[src/rtl/fix_msg_packer.sv]
// fix_msg_packer: packs framed FIX message bytes little-endian into 32-bit
// words, writes them to a circular RAM (port 0) and posts a descriptor per
// message. Freed space comes back from the parser as word credits.
// Ports: in_* byte stream (valid/ready, eom, err); ram_* port-0 write strobe;
// desc_* descriptor (valid/ready); rel_* credit return; ovf_pulse on drop.
// Build option: define FIX_CKSUM_EN for an 8-bit byte checksum on desc_cksum.
module fix_msg_packer #(
  parameter int ADDR_WIDTH = 8,
  parameter int DATA_WIDTH = 32
) (
  input  logic                  clk,
  input  logic                  rst_n,
  input  logic                  in_valid,
  output logic                  in_ready,
  input  logic [7:0]            in_data,
  input  logic                  in_eom,
  input  logic                  in_err,
  output logic [ADDR_WIDTH-1:0] ram_addr,
  output logic [DATA_WIDTH-1:0] ram_data,
  output logic                  ram_cs,
  output logic                  ram_we,
  output logic                  ram_oe,
  output logic                  desc_valid,
  input  logic                  desc_ready,
  output logic [ADDR_WIDTH-1:0] desc_start,
  output logic [ADDR_WIDTH:0]   desc_words,
  output logic [ADDR_WIDTH+2:0] desc_bytes,
  output logic [7:0]            desc_cksum,
  input  logic                  rel_valid,
  input  logic [ADDR_WIDTH:0]   rel_words,
  output logic                  ovf_pulse
);
  localparam int AW = ADDR_WIDTH;
  localparam logic [AW:0] FULL = {1'b1, {AW{1'b0}}};

  if (DATA_WIDTH != 32) begin : g_bad_width
    $error("fix_msg_packer: DATA_WIDTH must be 32");
  end

  typedef enum logic [1:0] {IDLE, PACK, POST, DROP} state_t;

  state_t          state_q, state_d;
  logic [AW-1:0]   wr_ptr_q, wr_ptr_d;
  logic [AW:0]     occ_q, occ_d;
  logic [AW-1:0]   start_q, start_d;
  logic [AW:0]     words_q, words_d;
  logic [AW+2:0]   bytes_q, bytes_d;
  logic [1:0]      idx_q, idx_d;
  logic [31:0]     word_q, word_d;
  logic            cs_q, cs_d;
  logic [AW-1:0]   addr_q, addr_d;
  logic [31:0]     data_q, data_d;
  logic            dv_q, dv_d;
  logic            ovf_q, ovf_d;

  logic            take;
  logic            ovf_hit;
  logic            alloc;
  logic            rollback;
  logic [31:0]     packed_w;
  logic [AW+1:0]   sum;
  logic [AW+1:0]   sub;

  always_comb begin
    state_d  = state_q;
    wr_ptr_d = wr_ptr_q;
    start_d  = start_q;
    words_d  = words_q;
    bytes_d  = bytes_q;
    idx_d    = idx_q;
    word_d   = word_q;
    cs_d     = 1'b0;
    addr_d   = addr_q;
    data_d   = data_q;
    dv_d     = dv_q;
    ovf_d    = 1'b0;
    alloc    = 1'b0;
    rollback = 1'b0;
    in_ready = 1'b0;
    // A new word is needed but the message already spans the whole RAM.
    ovf_hit  = (idx_q == 2'd0) && (words_q == FULL);
    // Lane 0 starts a fresh word so unfilled lanes of a tail word are zero.
    packed_w = (idx_q == 2'd0) ? '0 : word_q;
    packed_w[{idx_q, 3'b000} +: 8] = in_data;

    unique case (state_q)
      IDLE:    in_ready = occ_q < FULL;
      PACK:    in_ready = (idx_q != 2'd0) || (occ_q < FULL) || ovf_hit;
      DROP:    in_ready = 1'b1;
      default: in_ready = 1'b0;
    endcase
    take = in_valid && in_ready;

    unique case (state_q)
      IDLE, PACK: begin
        if (take) begin
          if (in_err || (state_q == PACK && ovf_hit)) begin
            ovf_d    = !in_err;
            rollback = state_q == PACK;
            if (state_q == PACK) wr_ptr_d = start_q;
            idx_d    = 2'd0;
            state_d  = in_eom ? IDLE : DROP;
          end else begin
            word_d = packed_w;
            if (state_q == IDLE) begin
              start_d = wr_ptr_q;
              words_d = (AW+1)'(1);
              bytes_d = (AW+3)'(1);
              alloc   = 1'b1;
            end else begin
              bytes_d = bytes_q + 1'b1;
              if (idx_q == 2'd0) begin
                alloc   = 1'b1;
                words_d = words_q + 1'b1;
              end
            end
            if (idx_q == 2'd3 || in_eom) begin
              cs_d     = 1'b1;
              addr_d   = wr_ptr_q;
              data_d   = packed_w;
              wr_ptr_d = wr_ptr_q + 1'b1;
              idx_d    = 2'd0;
              state_d  = in_eom ? POST : PACK;
            end else begin
              idx_d   = idx_q + 1'b1;
              state_d = PACK;
            end
          end
        end
      end
      POST: begin
        // Entered with the final write strobe in flight; valid follows it.
        dv_d = 1'b1;
        if (dv_q && desc_ready) begin
          dv_d    = 1'b0;
          state_d = IDLE;
        end
      end
      DROP: begin
        if (take && in_eom) state_d = IDLE;
      end
      default: state_d = IDLE;
    endcase

    sum   = {1'b0, occ_q} + {{(AW+1){1'b0}}, alloc};
    sub   = (rollback  ? {1'b0, words_q}   : '0)
          + (rel_valid ? {1'b0, rel_words} : '0);
    occ_d = (sub > sum) ? '0 : (AW+1)'(sum - sub);
  end

  always_ff @(posedge clk or negedge rst_n) begin
    if (!rst_n) begin
      state_q  <= IDLE;
      wr_ptr_q <= '0;
      occ_q    <= '0;
      start_q  <= '0;
      words_q  <= '0;
      bytes_q  <= '0;
      idx_q    <= '0;
      word_q   <= '0;
      cs_q     <= 1'b0;
      addr_q   <= '0;
      data_q   <= '0;
      dv_q     <= 1'b0;
      ovf_q    <= 1'b0;
    end else begin
      state_q  <= state_d;
      wr_ptr_q <= wr_ptr_d;
      occ_q    <= occ_d;
      start_q  <= start_d;
      words_q  <= words_d;
      bytes_q  <= bytes_d;
      idx_q    <= idx_d;
      word_q   <= word_d;
      cs_q     <= cs_d;
      addr_q   <= addr_d;
      data_q   <= data_d;
      dv_q     <= dv_d;
      ovf_q    <= ovf_d;
    end
  end

`ifdef FIX_CKSUM_EN
  logic [7:0] cksum_q;
  logic       store;

  assign store = take && !in_err
              && (state_q == IDLE || (state_q == PACK && !ovf_hit));

  always_ff @(posedge clk or negedge rst_n) begin
    if (!rst_n) begin
      cksum_q <= '0;
    end else if (store) begin
      cksum_q <= (state_q == IDLE) ? in_data : cksum_q + in_data;
    end
  end

  assign desc_cksum = cksum_q;
`else
  assign desc_cksum = '0;
`endif

  assign ram_addr   = addr_q;
  assign ram_data   = data_q;
  assign ram_cs     = cs_q;
  assign ram_we     = cs_q;
  assign ram_oe     = 1'b0;
  assign desc_valid = dv_q;
  assign desc_start = start_q;
  assign desc_words = words_q;
  assign desc_bytes = bytes_q;
  assign ovf_pulse  = ovf_q;
endmodule

[config.mk]
export PLATFORM = sky130hd
export DESIGN_NAME = fix_msg_packer
export DESIGN_NICKNAME = d
export VERILOG_FILES = /design/src/rtl/fix_msg_packer.sv
export SDC_FILE = /design/constraint.sdc
export NUM_CORES = 1
export LEC_CHECK = 0
export CAP_MARGIN = 20
export CORE_MARGIN = 2
export CORE_UTILIZATION = 30
export DETAILED_ROUTE_END_ITERATION = 16
export GPL_ROUTABILITY_DRIVEN = 0
export SLEW_MARGIN = 30
export SYNTH_ARGS = -nofsm -noshare
export SYNTH_HDL_FRONTEND = slang
export SYNTH_SLANG_ARGS = --single-unit
[constraint.sdc]
create_clock -name clk -period 12.1 [get_ports clk]
set_clock_uncertainty 0.2 [all_clocks]
set_input_delay 2.42 -clock clk [delete_from_list [all_inputs] [get_ports clk]]
set_output_delay 2.42 -clock clk [all_outputs]
set_load 0.02 [all_outputs]
==> results of run 1 <==
-- layout by cell type (no fill, tap or decap), types with 4 or more instances in the layout --
master           Yosys  layout
a22oi_1             23      23
a22o_1              21      21
ha_1                39      39
nor2_1              50      50
o21ai_0             32      32
nand4_1             11      11
inv_1               27      27
dfrtp_1            124     124
clkdlybuf4s50_1      0      95
nor3_1               5       5
o41ai_1              6       6
nor4_1               6       6
xor2_1              14      14
mux2_2              25      25
clkinv_2             0       4
nand2b_1             9       9
nor2b_1             12      12
o31ai_1              4       4
buf_4               14       9
xnor2_1             18      18
nand3_1             24      24
and3_1               8       8
a21oi_1             62      62
clkbuf_16            0      17
bufinv_16            0       5
nand2_1             38      38
conb_1               1       9
or3_1                6       6
and2_1              22      22
or4_1                9       9
a31oi_1              6       6
-- routing by layer --
| metal | vias up | wire [um] |
|---|---|---|
| met5 | - | 0 |
| met4 | 0 | 324 |
| met3 | 25 | 968 |
| met2 | 142 | 7940 |
| met1 | 2753 | 8590 |
| li1 | 2721 | - |
-- cells by family after synthesis --
kind of cell | share of synthesized area (%)
fa+ha+maj | 7.50
mux | 4.44
simple gates | 16.9
flops | 44.1
xor+xnor | 3.98
other cells | 0.0533
buf+inv | 5.24
compound gates | 17.7
-- power by group through the flow --
stage	registers [uW]	logic, uW	clock network (uW)
2_1_floorplan	737	523	0
3_3_place_gp	680	924	0
3_5_place_dp	678	922	0
4_1_cts	673	930	564
5_1_grt	696	1030	585
6_report	672	927	553
-- flip-flops by register name (all words and copies together), names as in the netlist --
name and cells:
state_q 2, ram_cs 1, idx_q 2, desc_words 9, desc_valid 1, word_q 32
ram_data 32, desc_start 8, ram_addr 8, wr_ptr_q 8, desc_bytes 11, ovf_pulse 1
occ_q 9
-- worst max-delay path: cells and delay by family --
| family | cells | cell delay [ps] |
|---|---|---|
| AOI/OAI and AO/OA | 6 | 2070 |
| adders and majority gates | 3 | 940 |
| buffers and inverters | 2 | 820 |
| xor gates and xnor gates | 1 | 160 |
| and+or+nand+nor | 2 | 190 |
-- stage by stage --
stage	std cells	power [uW]	hold slack (ps)	utilization, %	setup slack (ps)
floorplan	719	1260	242	-	6180
global placement	1092	1600	255	35.4	5200
detailed placement	1092	1600	264	35.4	5130
CTS	1123	2170	277	38.2	5550
global route	1123	2310	300	38.2	5000
finish	1123	2150	271	38.2	5530
-- worst paths after layout --
check / cells past startpoint / start / to / slack (ps)
max: 14 / in_err / occ_q[1] / 5530
min: 2 / word_q[31] / word_q[31] / 270
max in group asynchronous: 2 / rst_n / word_q[23] / 8730
min reg2reg: 2 / word_q[31] / word_q[31] / 270
max reg2reg: 17 / idx_q[0] / occ_q[1] / 6820
min in group asynchronous: 1 / rst_n / desc_words[6] / 1830
-- cell type report --
class / instances / area (sq um) / share of cell area [%]
clock inverter: 12 / 194 / 2.18
inverter: 27 / 101 / 1.14
timing repair buffer: 105 / 1030 / 11.6
clock buffer: 19 / 443 / 4.98
tap: 319 / 399 / 4.49
multi-input combinational: 517 / 3620 / 40.7
sequential: 124 / 3100 / 34.9
==> flow_summary.json, run 1 <==
{
  "status": "finished, final reports clean",
  "drt_iter0_drc": 337,
  "relSlewSlack_pct": 47.8,
  "numCtsBuffers": 17,
  "drtPass1Iterations": 5,
  "synth_seq_cells": 124,
  "finalHoldViolCount": 0,
  "crit_fanout": 19,
  "clkTransAtPathRegs_ps": 50,
  "path_class": "primary input to flop",
  "power.clock.fraction_pct": 25.7,
  "grtUsageTotal_pct": 15.3,
  "grt_max_degree": 75,
  "rows": 56,
  "synth_ff_type": "dfrtp_1",
  "hpwlAfterDp_mm": 12.6,
  "grt_pass1_wl_mm": 29.7,
  "area_growth_pct": 26.3,
  "grt-busiest-layer": "met2",
  "crit_top_cell": "ha_1",
  "end_kind": "flop",
  "ys_warn_count": 0,
  "power_density_mw_per_mm2": 242,
  "core_sq_mm": 0.0233,
  "drc": 0,
  "comb_power_share_pct": 43.1,
  "ios": 106,
  "nNetsFinal": 857,
  "timing.final.crit_share_pct": 54.3,
  "avgSynthCellArea_sq_um": 9.90,
  "root_buffer": "clkbuf_16",
  "synth_commonest_cells": "dfrtp_1, a21oi_1, nor2_1",
  "use_met1_pct": 21.3,
  "grt_setup_unrepaired": "false",
  "via_count": 5641,
  "synth_edf_count": 0,
  "syn_area_sq_mm": 0.00704,
  "clk_latency_ps": 420,
  "max_freq_mhz": 152,
  "netlist_instances": 711,
  "cts_tree": "built",
  "first_global_vias": 5610,
  "worst_ep_arrival_time_ps": 6630,
  "yosysTopAreaCell": "dfrtp_1",
  "fill_cells": 2365,
  "switching_share_pct": 38.8,
  "critPathRequiredTime_ps": 12150,
  "place_area_sq_mm": 0.00824,
  "diodes": 0,
  "critPathLaunchType": "primary input",
  "leakage_uw": 0.00380,
  "cts_hold_buf": 0,
  "postCtsSetupBuffers": 0,
  "met3_usage_pct": 3.83,
  "clock_path_buffers": 2,
  "clock_sinks": 124,
  "overflow": 0,
  "min_period_ps": 6570,
  "maxCapViolCount": 0,
  "worstPathCellList": "clkdlybuf4s50_1 -> a41oi_2 -> o2111ai_1 -> inv_1 -> ha_1 -> ha_1 -> nand3_1 -> xor2_1 -> ha_1 -> o21ai_0 -> nand2b_1 -> o2111ai_1 -> a21oi_1 -> a21boi_0",
  "worst_pin_slew_ps": 783,
  "critical_path.max_stage_delay_ps": 750,
  "hold_path.class": "flop to flop",
  "antenna_left": 0,
  "synthTopCellsByArea": "dfrtp_1, ha_1, a21oi_1",
  "drive_gt1_share_pct": 9.45,
  "critPathSlowestCell": "a41oi_2",
  "initial_core_util_pct": 30.3,
  "worst_ir_drop_vdd_v": 0.000130,
  "intPower_uw": 1320,
  "die-area_sq_mm": 0.0247,
  "setup_viol": 0,
  "cts_htree_levels": 4,
  "vias_per_cell": 5.02,
  "p_seq_share_pct": 31.2,
  "fin_tns_setup_ps": 0,
  "antenna_found_initial": 0,
  "synth-seq-area-share_pct": 44.1,
  "grt_use_met2_pct": 22.7,
  "ctsResizeCount": 0,
  "design_area_sq_mm": 0.00889,
  "wire_per_inst_um": 15.9,
  "portBuffers": 96,
  "die_w_um": 157,
  "drv_slew": 0,
  "wirelength_mm": 17.8,
  "switching_power_uw": 835,
  "synth_most_common_cell": "dfrtp_1",
  "fp.dieH_um": 157,
  "netlist.area_leader.share_pct": 44.1,
  "synthArstFlopShare_pct": 100,
  "yosys.cell_types.count": 68
}
Power figures use the tool's default switching activity.
==> inputs of run 2 (changes only) <==
- clock period: 12.1 -> 6.1 ns (I/O delays scaled with it)
==> run 2 against run 1 <==
Net effect:
- critical path type is now flop to flop
- non-clock buffer count increased by 1
- largest cell class unchanged
- register-to-register slack got worse by 6000 ps
- global-route usage decreased by 0.34 points
- critical endpoint unchanged
- worst setup slack got worse by 4700 ps
- die area unchanged
- first-iteration DRC count decreased by 10%
- sequential share of layout area increased by 0.25 points
==> flow_summary.json, run 2 (synthesis results as in run 1) <==
{
  "worst_pin_slew_ps": 853,
  "grt_setup_unrepaired": "false",
  "cts_htree_levels": 4,
  "overflow": 0,
  "multi_input_area_sq_mm": 0.00363,
  "rows": 56,
  "hold_path.class": "flop to flop",
  "drtPass1Iterations": 4,
  "leakage_uw": 0.00375,
  "postCtsSetupBuffers": 0,
  "die_w_um": 157,
  "worst_ep_arrival_time_ps": 5350,
  "critPathRequiredTime_ps": 6160,
  "initial_core_util_pct": 30.3,
  "via_count": 5560,
  "critPathSlowestCell": "dfrtp_1",
  "area_growth_pct": 25.4,
  "vias_per_cell": 4.95,
  "core_sq_mm": 0.0233,
  "reg2regPathDepth": 17,
  "wire_per_inst_um": 15.8,
  "path_class": "flop to flop",
  "hold_end": "word_q[26]",
  "use_met1_pct": 19.7,
  "portBuffers": 96,
  "ctsResizeCount": 0,
  "place_area_sq_mm": 0.00826,
  "relSlewSlack_pct": 42.9,
  "reg2reg_slack_ps": 810,
  "cts_tree": "built",
  "die-area_sq_mm": 0.0247,
  "min_period_ps": 5290,
  "power_density_mw_per_mm2": 469,
  "crit_top_cell": "a21oi_1",
  "drive_gt1_share_pct": 9.81,
  "grt_use_met2_pct": 23.6,
  "grt_pass1_wl_mm": 29.0,
  "dp_cells": 1093,
  "r2r_start": "idx_q[0]",
  "end_kind": "flop",
  "status": "finished, final reports clean",
  "timing.final.crit_share_pct": 86.7,
  "root_buffer": "clkbuf_16",
  "numCtsBuffers": 17,
  "worstPathCellList": "inv_1 -> ha_1 -> and3b_1 -> nand3_1 -> a21oi_1 -> and2_1 -> ha_1 -> a21o_1 -> a21oi_1 -> a21oi_1 -> o41a_1 -> a31o_2 -> ha_1 -> o21a_1 -> nor2_1 -> a21oi_1 -> a21boi_0",
  "worst_ir_drop_vdd_v": 0.000253,
  "fill_cells": 2360,
  "mostFrequentLayoutCells": "dfrtp_1, clkdlybuf4s50_1, a21oi_1",
  "clock_path_buffers": 2,
  "drt_iter0_drc": 303,
  "total_power_uw": 4140,
  "met3_usage_pct": 4.41,
  "maxCapViolCount": 0,
  "hpwlAfterDp_mm": 12.5,
  "fin_tns_setup_ps": 0,
  "nNetsFinal": 858,
  "clkTransAtPathRegs_ps": 60,
  "clock_sinks": 124,
  "hp-start": "word_q[26]",
  "ios": 106,
  "fp.dieH_um": 157,
  "layout_commonest_cell": "dfrtp_1",
  "grt-busiest-layer": "met2",
  "grt_max_degree": 65,
  "max_freq_mhz": 189,
  "antenna_found_initial": 0,
  "cts_hold_buf": 0,
  "finalHoldViolCount": 0,
  "grtUsageTotal_pct": 14.9,
  "clk_latency_ps": 420,
  "critical_path.max_stage_delay_ps": 520,
  "first_global_vias": 5428,
  "final_util_pct": 37.9,
  "drc": 0,
  "seqCellArea_sq_mm": 0.00310,
  "crit_fanout": 12,
  "diodes": 0,
  "wirelength_mm": 17.8,
  "antenna_left": 0,
  "drv_slew": 0,
  "hold_depth": 2,
  "setup_viol": 0,
  "reg2reg_to": "occ_q[1]",
  "critPathLaunchType": "flop",
  "design_area_sq_mm": 0.00883,
  "layout.cells.non_filler": 1124
}
## run 2: worst max-delay path: cells and delay by family (launching register included)
family | cells | cell delay, ps
AO/OA/AOI/OAI | 9 | 2440
flip-flops | 1 | 520
buffers and inverters | 1 | 200
adder cells (fa/ha/maj) | 3 | 900
AND/OR/NAND/NOR | 4 | 850
## run 2: power by group
group,switching (uW),internal [uW],leakage [uW]
Clock,374,588,0.000263
Sequential,248,1080,0.00159
Combinational,1050,799,0.00191
## run 2: area by class of cell
type	count	share of cell area [%]
Sequential cell	124	35.2
Clock inverter	10	1.03
Multi-Input combinational cell	517	41.1
Inverter	27	1.15
Tap cell	319	4.52
Timing Repair Buffer	106	11.7
Clock buffer	21	5.33
## run 2: how the worst max path moves through the flow
stage	from	endpoint	slack [ps]	cells after the start
2_1_floorplan	in_err	occ_q[1]	1380	15
3_3_place_gp	in_valid	occ_q[1]	610	15
3_5_place_dp	in_valid	occ_q[1]	530	15
4_1_cts	idx_q[0]	occ_q[1]	790	17
5_1_grt	idx_q[0]	occ_q[1]	190	16
6_report	idx_q[0]	occ_q[1]	810	17
## run 2: through the flow
stage	hold WS, ps	worst slack (ps)
floorplan	242	1380
global route	293	186
detailed placement	264	532
global placement	255	606
finish	271	809
CTS	276	786
## run 2: per-layer routing
| metal | vias up | wire [um] | part of all wire (%) |
|---|---|---|---|
| met5 | - | 0 | 0 |
| met4 | 0 | 204 | 1.1 |
| li1 | 2709 | - | - |
| met1 | 2708 | 8290 | 47 |
| met2 | 128 | 8240 | 46 |
| met3 | 15 | 1050 | 5.9 |
==> edit (config.mk and constraints of run 2) <==
Change the parameter `ADDR_WIDTH` from 8 to 9.
--- a/src/rtl/fix_msg_packer.sv
+++ b/src/rtl/fix_msg_packer.sv
@@ -7,3 +7,3 @@
 module fix_msg_packer #(
-  parameter int ADDR_WIDTH = 8,
+  parameter int ADDR_WIDTH = 9,
   parameter int DATA_WIDTH = 32
Interface: changed (5 resized); port bits go from 106 to 111. No check against the original RTL was run, so the function may have changed too.
==> edit against run 2 <==
Area after synthesis is 7.0% higher. Cell count rose by 8.6%. First-iteration DRC count rose by 9.2%. Power is 1.0% higher. Design area grew 7.4%. Wire length is 16% higher. Worst setup slack got worse by 0.24 ns. Sequential cell count is 6 higher. Count of clock-buffer cells in the layout shrank 1. Core utilization grew 0.81 points. Critical endpoint is now occ_q[9]. Largest cell class unchanged.
==> edit: results <==
[pwr]
switching_share_pct = 40.0
vdd_ir_drop_max_v = 0.000178
cellLeakagePower_nw = 4.15

[placement]
io_buffer_count = 101
hpwl_after_dpl_mm = 14.6
detailedPlace.worstSlack_ns = 0.0882

[setup_path]
worst_path_max_fanout = 10
reg2regPathDepth = 18
crit_path_max_incr_delay_ns = 0.56
timing.critical_path.slowest_stage_cell = "sky130_fd_sc_hd__o41ai_1"
worstPathArrival_ns = 5.63

[global_route]
first_global_vias = 6098
grt_max_degree = 49
grt_pass1_wl_mm = 33.2

[drt]
drt_pass1_iterations = 5
drt_iter0_markers = 331
wirelength_mm = 20.6

[final_layout]
post_route_cells_drive_above_1_share_pct = 9.14

[logic_synthesis]
synth-seq-area-share_pct = 43.2
ys_top_cells_by_count = "sky130_fd_sc_hd__dfrtp_1 (130), sky130_fd_sc_hd__o21ai_0 (78), sky130_fd_sc_hd__nand2_1 (70)"
ys_top_cells_by_area = "sky130_fd_sc_hd__dfrtp_1 (43%), sky130_fd_sc_hd__ha_1 (7.0%), sky130_fd_sc_hd__o21ai_0 (5.2%)"
synth_cell_types = 63
muxShareOfSynthArea_pct = 3.41
yosys.area_share.xor_xnor_pct = 3.03

[sta]
timing.max_slew.rel_slack_pct = 43.8

[outcome]
run_status = "finished, final reports clean"
==> edit: metal layers <==
metal  track usage (%)  share of wire, %
met1              21.6                47
met2              25.9                47
met3              3.28               4.3
met4              4.95               1.6
met5                 0                 0
==> edit: worst min-delay path: cells and delay by family (launching register included) <==
| family | cells | cell delay (ns) |
|---|---|---|
| DFF | 1 | 0.34 |
| and+or+nand+nor | 2 | 0.11 |
==> edit: path summary, 6_finish.rpt <==
check,startpoint,end
max in group asynchronous,rst_n,desc_words[5]
min in group asynchronous,rst_n,ram_data[12]
worst max-delay path,in_valid,occ_q[9]
worst max register to register,idx_q[0],occ_q[9]
worst min register to register,word_q[15],word_q[15]
worst min-delay path,word_q[15],word_q[15]
==> edit: metrics by stage <==
stage | area [um2] | hold slack (ns) | utilization, % | cells
after floorplan | 7560 | 0.247 | - | 802
after global placement | 8850 | 0.260 | 36.2 | 1189
after detailed placement | 8860 | 0.268 | 36.2 | 1189
after CTS | 9480 | 0.283 | 38.7 | 1221
after global routing | 9480 | 0.312 | 38.8 | 1221
final | 9480 | 0.278 | 38.8 | 1221
==> edit: final cells by class <==
cell class                      instances  area [um2]  area share, %
Clock buffer                           20         457           4.82
Clock inverter                         12         156           1.65
Inverter                               33         124           1.31
Multi-Input combinational cell        583        3940           41.6
Sequential cell                       130        3250           34.3
Tap cell                              324         405           4.28
Timing Repair Buffer                  119        1140           12.1
==> edit: power groups by stage <==
stage	clock [mW]	sequential [mW]	combinational [mW]
after detailed placement	0	1.35	1.77
after global placement	0	1.35	1.76
after floorplan	0	1.41	1.02
final	1.07	1.34	1.77
after CTS	1.09	1.34	1.78
after global routing	1.12	1.38	1.96
